[config.mk]
export PLATFORM = sky130hd
export DESIGN_NAME = reg_file
export DESIGN_NICKNAME = d
export VERILOG_FILES = /design/src/rtl/reg_file.sv
export SDC_FILE = /design/constraint.sdc
export NUM_CORES = 2
export LEC_CHECK = 0
export CAP_MARGIN = 20
export CORE_UTILIZATION = 35
export CTS_BUF_LIST = sky130_fd_sc_hd__clkbuf_16
export DETAILED_ROUTE_END_ITERATION = 8
export HOLD_SLACK_MARGIN = 0.15
export PLACE_DENSITY = 0.49
export SLEW_MARGIN = 30
export SYNTH_ARGS = -nofsm -noshare
export SYNTH_HDL_FRONTEND = slang
export SYNTH_SLANG_ARGS = --single-unit
[constraint.sdc]
create_clock -name clk -period 5 [get_ports clk]
set_input_delay 1 -clock clk [delete_from_list [all_inputs] [get_ports clk]]
set_output_delay 1 -clock clk [all_outputs]
set_load 0.05 [all_outputs]
[src/rtl/reg_file.sv]
// 32 x 32-bit CPU register file: two combinational read ports plus a debug read
// port, one synchronous write port, register 0 hardwired to zero, saturating write counter.
module reg_file #(
    parameter int DATA_W = 32,
    parameter int ADDR_W = 5,
    parameter int BYPASS = 0
) (
    input  logic              clk,
    input  logic              rst,
    input  logic              RegWrite,
    input  logic [ADDR_W-1:0] WriteReg,
    input  logic [DATA_W-1:0] WriteData,
    input  logic [ADDR_W-1:0] ReadReg1,
    input  logic [ADDR_W-1:0] ReadReg2,
    input  logic [ADDR_W-1:0] DbgReg,
    output logic [DATA_W-1:0] ReadData1,
    output logic [DATA_W-1:0] ReadData2,
    output logic [DATA_W-1:0] DbgData,
    output logic [15:0]       WriteCount
);

    localparam int DEPTH     = 2 ** ADDR_W;
    localparam int NUM_PORTS = 3;

    logic [DATA_W-1:0] r_regs [DEPTH];
    logic [15:0]       r_write_count;
    logic              w_wr_en;
    logic [ADDR_W-1:0] w_rd_idx  [NUM_PORTS];
    logic [DATA_W-1:0] w_rd_data [NUM_PORTS];

    // Writes to index 0 are dropped entirely, including the count.
    assign w_wr_en = RegWrite && (WriteReg != {ADDR_W{1'b0}});

    // Storage and write counter; reset has priority over a simultaneous write.
    always_ff @(posedge clk) begin
        if (rst) begin
            for (int i = 0; i < DEPTH; i++) begin
                r_regs[i] <= {DATA_W{1'b0}};
            end
            r_write_count <= 16'h0000;
        end else if (w_wr_en) begin
            r_regs[WriteReg] <= WriteData;
            if (r_write_count != 16'hFFFF) begin
                r_write_count <= r_write_count + 16'h0001;
            end else begin
                r_write_count <= r_write_count;
            end
        end else begin
            r_write_count <= r_write_count;
        end
    end

    assign w_rd_idx[0] = ReadReg1;
    assign w_rd_idx[1] = ReadReg2;
    assign w_rd_idx[2] = DbgReg;

    // Independent read decoders; the bypass term forwards a pending write when enabled.
    always_comb begin
        for (int p = 0; p < NUM_PORTS; p++) begin
            w_rd_data[p] = {DATA_W{1'b0}};
            if ((BYPASS != 0) && w_wr_en && (w_rd_idx[p] == WriteReg)) begin
                w_rd_data[p] = WriteData;
            end else if (w_rd_idx[p] == {ADDR_W{1'b0}}) begin
                w_rd_data[p] = {DATA_W{1'b0}};
            end else begin
                w_rd_data[p] = r_regs[w_rd_idx[p]];
            end
        end
    end

    assign ReadData1  = w_rd_data[0];
    assign ReadData2  = w_rd_data[1];
    assign DbgData    = w_rd_data[2];
    assign WriteCount = r_write_count;

endmodule

## After elaboration in Yosys (flattened, before gate mapping)

Memory sizes are Yosys's and may differ from the RTL's.
Index checks and enable logic that the tools add are counted.

| cells by class | value |
|---|---|
| muxes and demuxes | 11 |
| reductions and logical operators | 7 |
| equal/unequal tests | 1 |
| add/subtract/negate cells | 1 |

Operator list:

| operator | number |
|---|---|
| $mux 32 | 4 |
| $reduce_or 32->1 | 1 |
| $add 16x1->16 const B | 1 |
| $ne 16x16->1 const B | 1 |
| $logic_not 5->1 | 3 |
| $mux 1 | 6 |
| $mux 5 | 1 |
| $reduce_bool 5->1 | 1 |
| $reduce_and 2->1 | 1 |
| $logic_and 1x1->1 | 1 |

| storage, ports and cells | value |
|---|---|
| memory bits (writable) | 1,024 |
| memories kept | 1 |
| bits in registers | 16 |
| word-level logic and storage cells | 22 |

Memories:

| memory | words | width | read ports | clocked after Yosys merged registers in | write ports | line | RTL |
|---|---|---|---|---|---|---|---|
| r_regs | 32 | 32 | 3 | 0 | 32 | 25 | `logic [DATA_W-1:0] r_regs [DEPTH];` |

## Depth between registers and ports, before layout

| depth | value |
|---|---|
| depth after elaboration | 7 |
| depth in mapped cells | 9 |
| depth with buffers taken out | 6 |

## Least setup slack after synthesis

OpenSTA, ideal clock, no wires.

| timing path | value |
|---|---|
| path type | in2out |
| from | input DbgReg[0] |
| to | output DbgData[25] |
| slack | -0.439 ns |
| stages | 7 |
| arrival | 4.439 ns |
| required time | 4.000 ns |
| buffers on the path | 4 |
| path through | buf_4 > buf_6 > buf_6 > nor2b_2 > clkbuf_4 > a221oi_1 > a2111oi_0 |

| between the ends | value |
|---|---|
| cells in the longest elaborated chain, start to end | 2 |
| elaborated cells on any way between the ends | 3 |
| classes of those cells | 1 x mux; 1 x reduce/logical; 1 x memory |

Ends and longest elaborated chain:

| element | line | RTL |
|---|---|---|
| start, declared | 15 | `input logic [ADDR_W-1:0] DbgReg,` |
| $mem_v2 32x32 / $logic_not 5->1 (equally long branches) | - |  |
| $mux 32 * | 63 | `end else if (w_rd_idx[p] == {ADDR_W{1'b0}}) begin` |
| end, declared | 18 | `output logic [DATA_W-1:0] DbgData,` |

Every way passes the cells marked *; elsewhere a longest branch is shown, timed or not.

## Worst setup path after layout

| timing path | value |
|---|---|
| from | input DbgReg[1] |
| to | output DbgData[19] |

Same word-level chain as after synthesis.

==> run metrics <==
Num Clock Sinks 1040; Syn Inst Count 4230; gpl congestion 0.8549; Critical Path Sink Type output port; Clock Pin Slew Worst Setup and Hold Paths 60 ps; most used flip-flop cell after synthesis edfxtp_1; register area share after synthesis 48.56%; full die area 184500 sq um; Syn Area/Cell 15.13 sq um; Internal Pwr Total 17.68 mW; HPWL Detailed 160600 um; share of layout cells above drive strength 1 36.08%; area growth from synthesis to layout 17.72%; worst path required time 4000 ps; Yosys Warn Count 0; H-tree depth 4; gr usage total 27.10%; final non-filler cell total 6941; Sw Ratio 28.20%; worst slew pin tran 1116 ps; Synth top cells by count edfxtp_1 (1024), and2_1 (995), mux4_2 (768); number of post-CTS setup repair buffers 0; relative slew slack 25.61%; Post-DP Area 71090 sq um; Core ar. 181100 sq um; LEAKAGE 25.79 nW; critical-path maximum fanout 13; family with the most delay on the worst path compound AO/OA/AOI/OAI gates; Final #Nets 4511; Reg2Reg Depth 6; largest net degree at the start of global routing 70; final setup fails 0; first-pass GRT wire length 347400 um; fmax 0.2105 GHz; share of flip-flops with an asynchronous set or reset after synthesis 0%; vias per cell 6.091; antenna viol nets, final 0; cts repair resizes 0; Tot Pwr 24.62 mW; top cell type's share of synthesized area 48.06%; die extent in x 429.5 um; Pins Over Slew Limit 0; Initial Utilization 35.32%; status finished, final reports clean; top cells by area, synth edfxtp_1 (48%), mux4_2 (27%), and2_1 (9.7%); Root Driver clkbuf_16; crit-path cells buf_8 -> buf_12 -> buf_4 -> mux4_2 -> a221oi_1 -> a2111oi_1 -> buf_4 -> buf_12; Hold Crit Depth 2; leading area contributor after synthesis edfxtp_1; # DRC 0; Crit Reg-Reg Endpoint WriteCount[14]$_SDFFE_PP0P_; setup slack, reg-to-reg 2900 ps; EDFF count, synth 1024; PwrDens 326.9 nW/um^2; Hold Crit Start WriteCount[14]$_SDFFE_PP0P_; maximum buffer depth of the clock tree 3; PortBufs 166; DR WL/cell 36.26 um; Num CTS Buffers 131; Gate power share 19.5%; CP arrival 3750 ps; WL final 251700 um; Final Hold Fails 0; RSZ-0062 raised after global routing no; Mapped Area 63980 sq um; RR Startpoint WriteCount[0]$_SDFFE_PP0P_; count leader, synth edfxtp_1; kind of critical path input pin to output port; Max-cap violations 0; NetSw 6.944 mW; starting DRC count in detailed routing 5217; Initial DRT Pass Iterations 5; final instance area 75320 sq um; Reg power frac 42.3%; clock share of power 38.3%; Max VDD drop 0.2834 mV; Die Span Y 429.5 um; vias in the first global route 42840; CTS tree built; CP peak stage delay 950 ps; Worst-Skew Late Latency 780 ps; vias 42281; synth unique cells 59; total gr overflow 0; I/O pin cnt 167; # hold bufs at CTS 0; FP Rows 156; setup TNS 0 ps; startpoint types input pin; fin crit period 4751 ps; WHS Endpoint WriteCount[14]$_SDFFE_PP0P_; worst hold path type register to register; initial antenna violation count 25; number of synthesized register bits 1040; Placed Cells 6692; period utilization 95.01%; Slowest-stage cell, CP a221oi_1; Max Clock Skew 7.262 ps; Buf/Inv on CP 5
cells by family after synthesis:
kind of cell	synth area share, %
AO/OA/AOI/OAI	4.545
multiplexers	30.57
adder cells (fa/ha/maj)	0.01955
other	0.005861
AND/OR/NAND/NOR	12.19
flip-flops	48.56
buffers and inverters	3.952
XOR/XNOR	0.1506
state kept, by name (all words and copies together) (netlist names):
| register | flops |
|---|---|
| WriteCount | 16 |
| r_regs | 1024 |
area by class of cell:
cell class,instances,area (sq um)
Antenna cell,9,22.52
Clock buffer,136,3403
Clock inverter,104,784.5
Fill cell,16363,105800
Inverter,3,11.26
Multi-Input combinational cell,2736,30860
Sequential cell,1040,31070
Tap cell,2370,2965
Timing Repair Buffer,543,6201
how the worst max path moves through the flow:
stage,startpoint,end,depth (start not counted)
6_report,DbgReg[1],DbgData[19],8
5_1_grt,ReadReg2[1],ReadData2[31],7
4_1_cts,ReadReg2[1],ReadData2[31],7
3_5_place_dp,ReadReg2[1],ReadData2[31],7
3_3_place_gp,DbgReg[1],DbgData[25],7
2_1_floorplan,DbgReg[0],DbgData[18],9
tightest hold or removal path: cells and delay by family (launching register included):
family,cells,cell delay (ps)
AO/OA/AOI/OAI,2,130
flip-flops,1,340
power groups by stage:
stage | Sequential [mW] | Combinational, mW | Clock [mW]
2_1_floorplan | 10.4 | 2.71 | 0
3_3_place_gp | 10.6 | 4.80 | 0
3_5_place_dp | 10.6 | 4.80 | 0
4_1_cts | 10.4 | 4.82 | 9.55
5_1_grt | 10.5 | 4.95 | 9.84
6_report | 10.4 | 4.79 | 9.42
layer usage:
metal	routed length, um	track usage, %	up-vias	share of wire (%)
met5	23	0	-	0.0091
met1	96990	34.92	22319	39
met2	122500	44.84	2261	49
met3	19710	4.330	472	7.8
li1	-	-	17225	-
met4	12400	12.36	4	4.9
cell usage in the layout (no fill, tap or decap), types with 55 or more instances in the layout:
cell | Yosys | routed
clkbuf_16 | 0 | 136
buf_12 | 3 | 162
nor2_1 | 121 | 89
a211oi_1 | 79 | 79
and2_1 | 995 | 993
mux2i_1 | 136 | 136
nor2b_1 | 81 | 78
mux2_2 | 80 | 80
edfxtp_1 | 1024 | 1024
a221oi_1 | 55 | 55
a21oi_1 | 107 | 107
buf_4 | 53 | 306
mux4_2 | 768 | 768
metrics by stage:
stage | util [%] | hold WS, ps | worst slack (ps)
after global routing | 41.57 | 514.1 | 141.8
final | 41.58 | 509.9 | 249.3
after CTS | 41.56 | 505.0 | 117.2
after detailed placement | 39.25 | 486.8 | 133.2
after global placement | 39.25 | 477.1 | -101.4
after floorplan | - | 703.5 | 214.1
No activity file was read; power rests on OpenSTA's default activity.
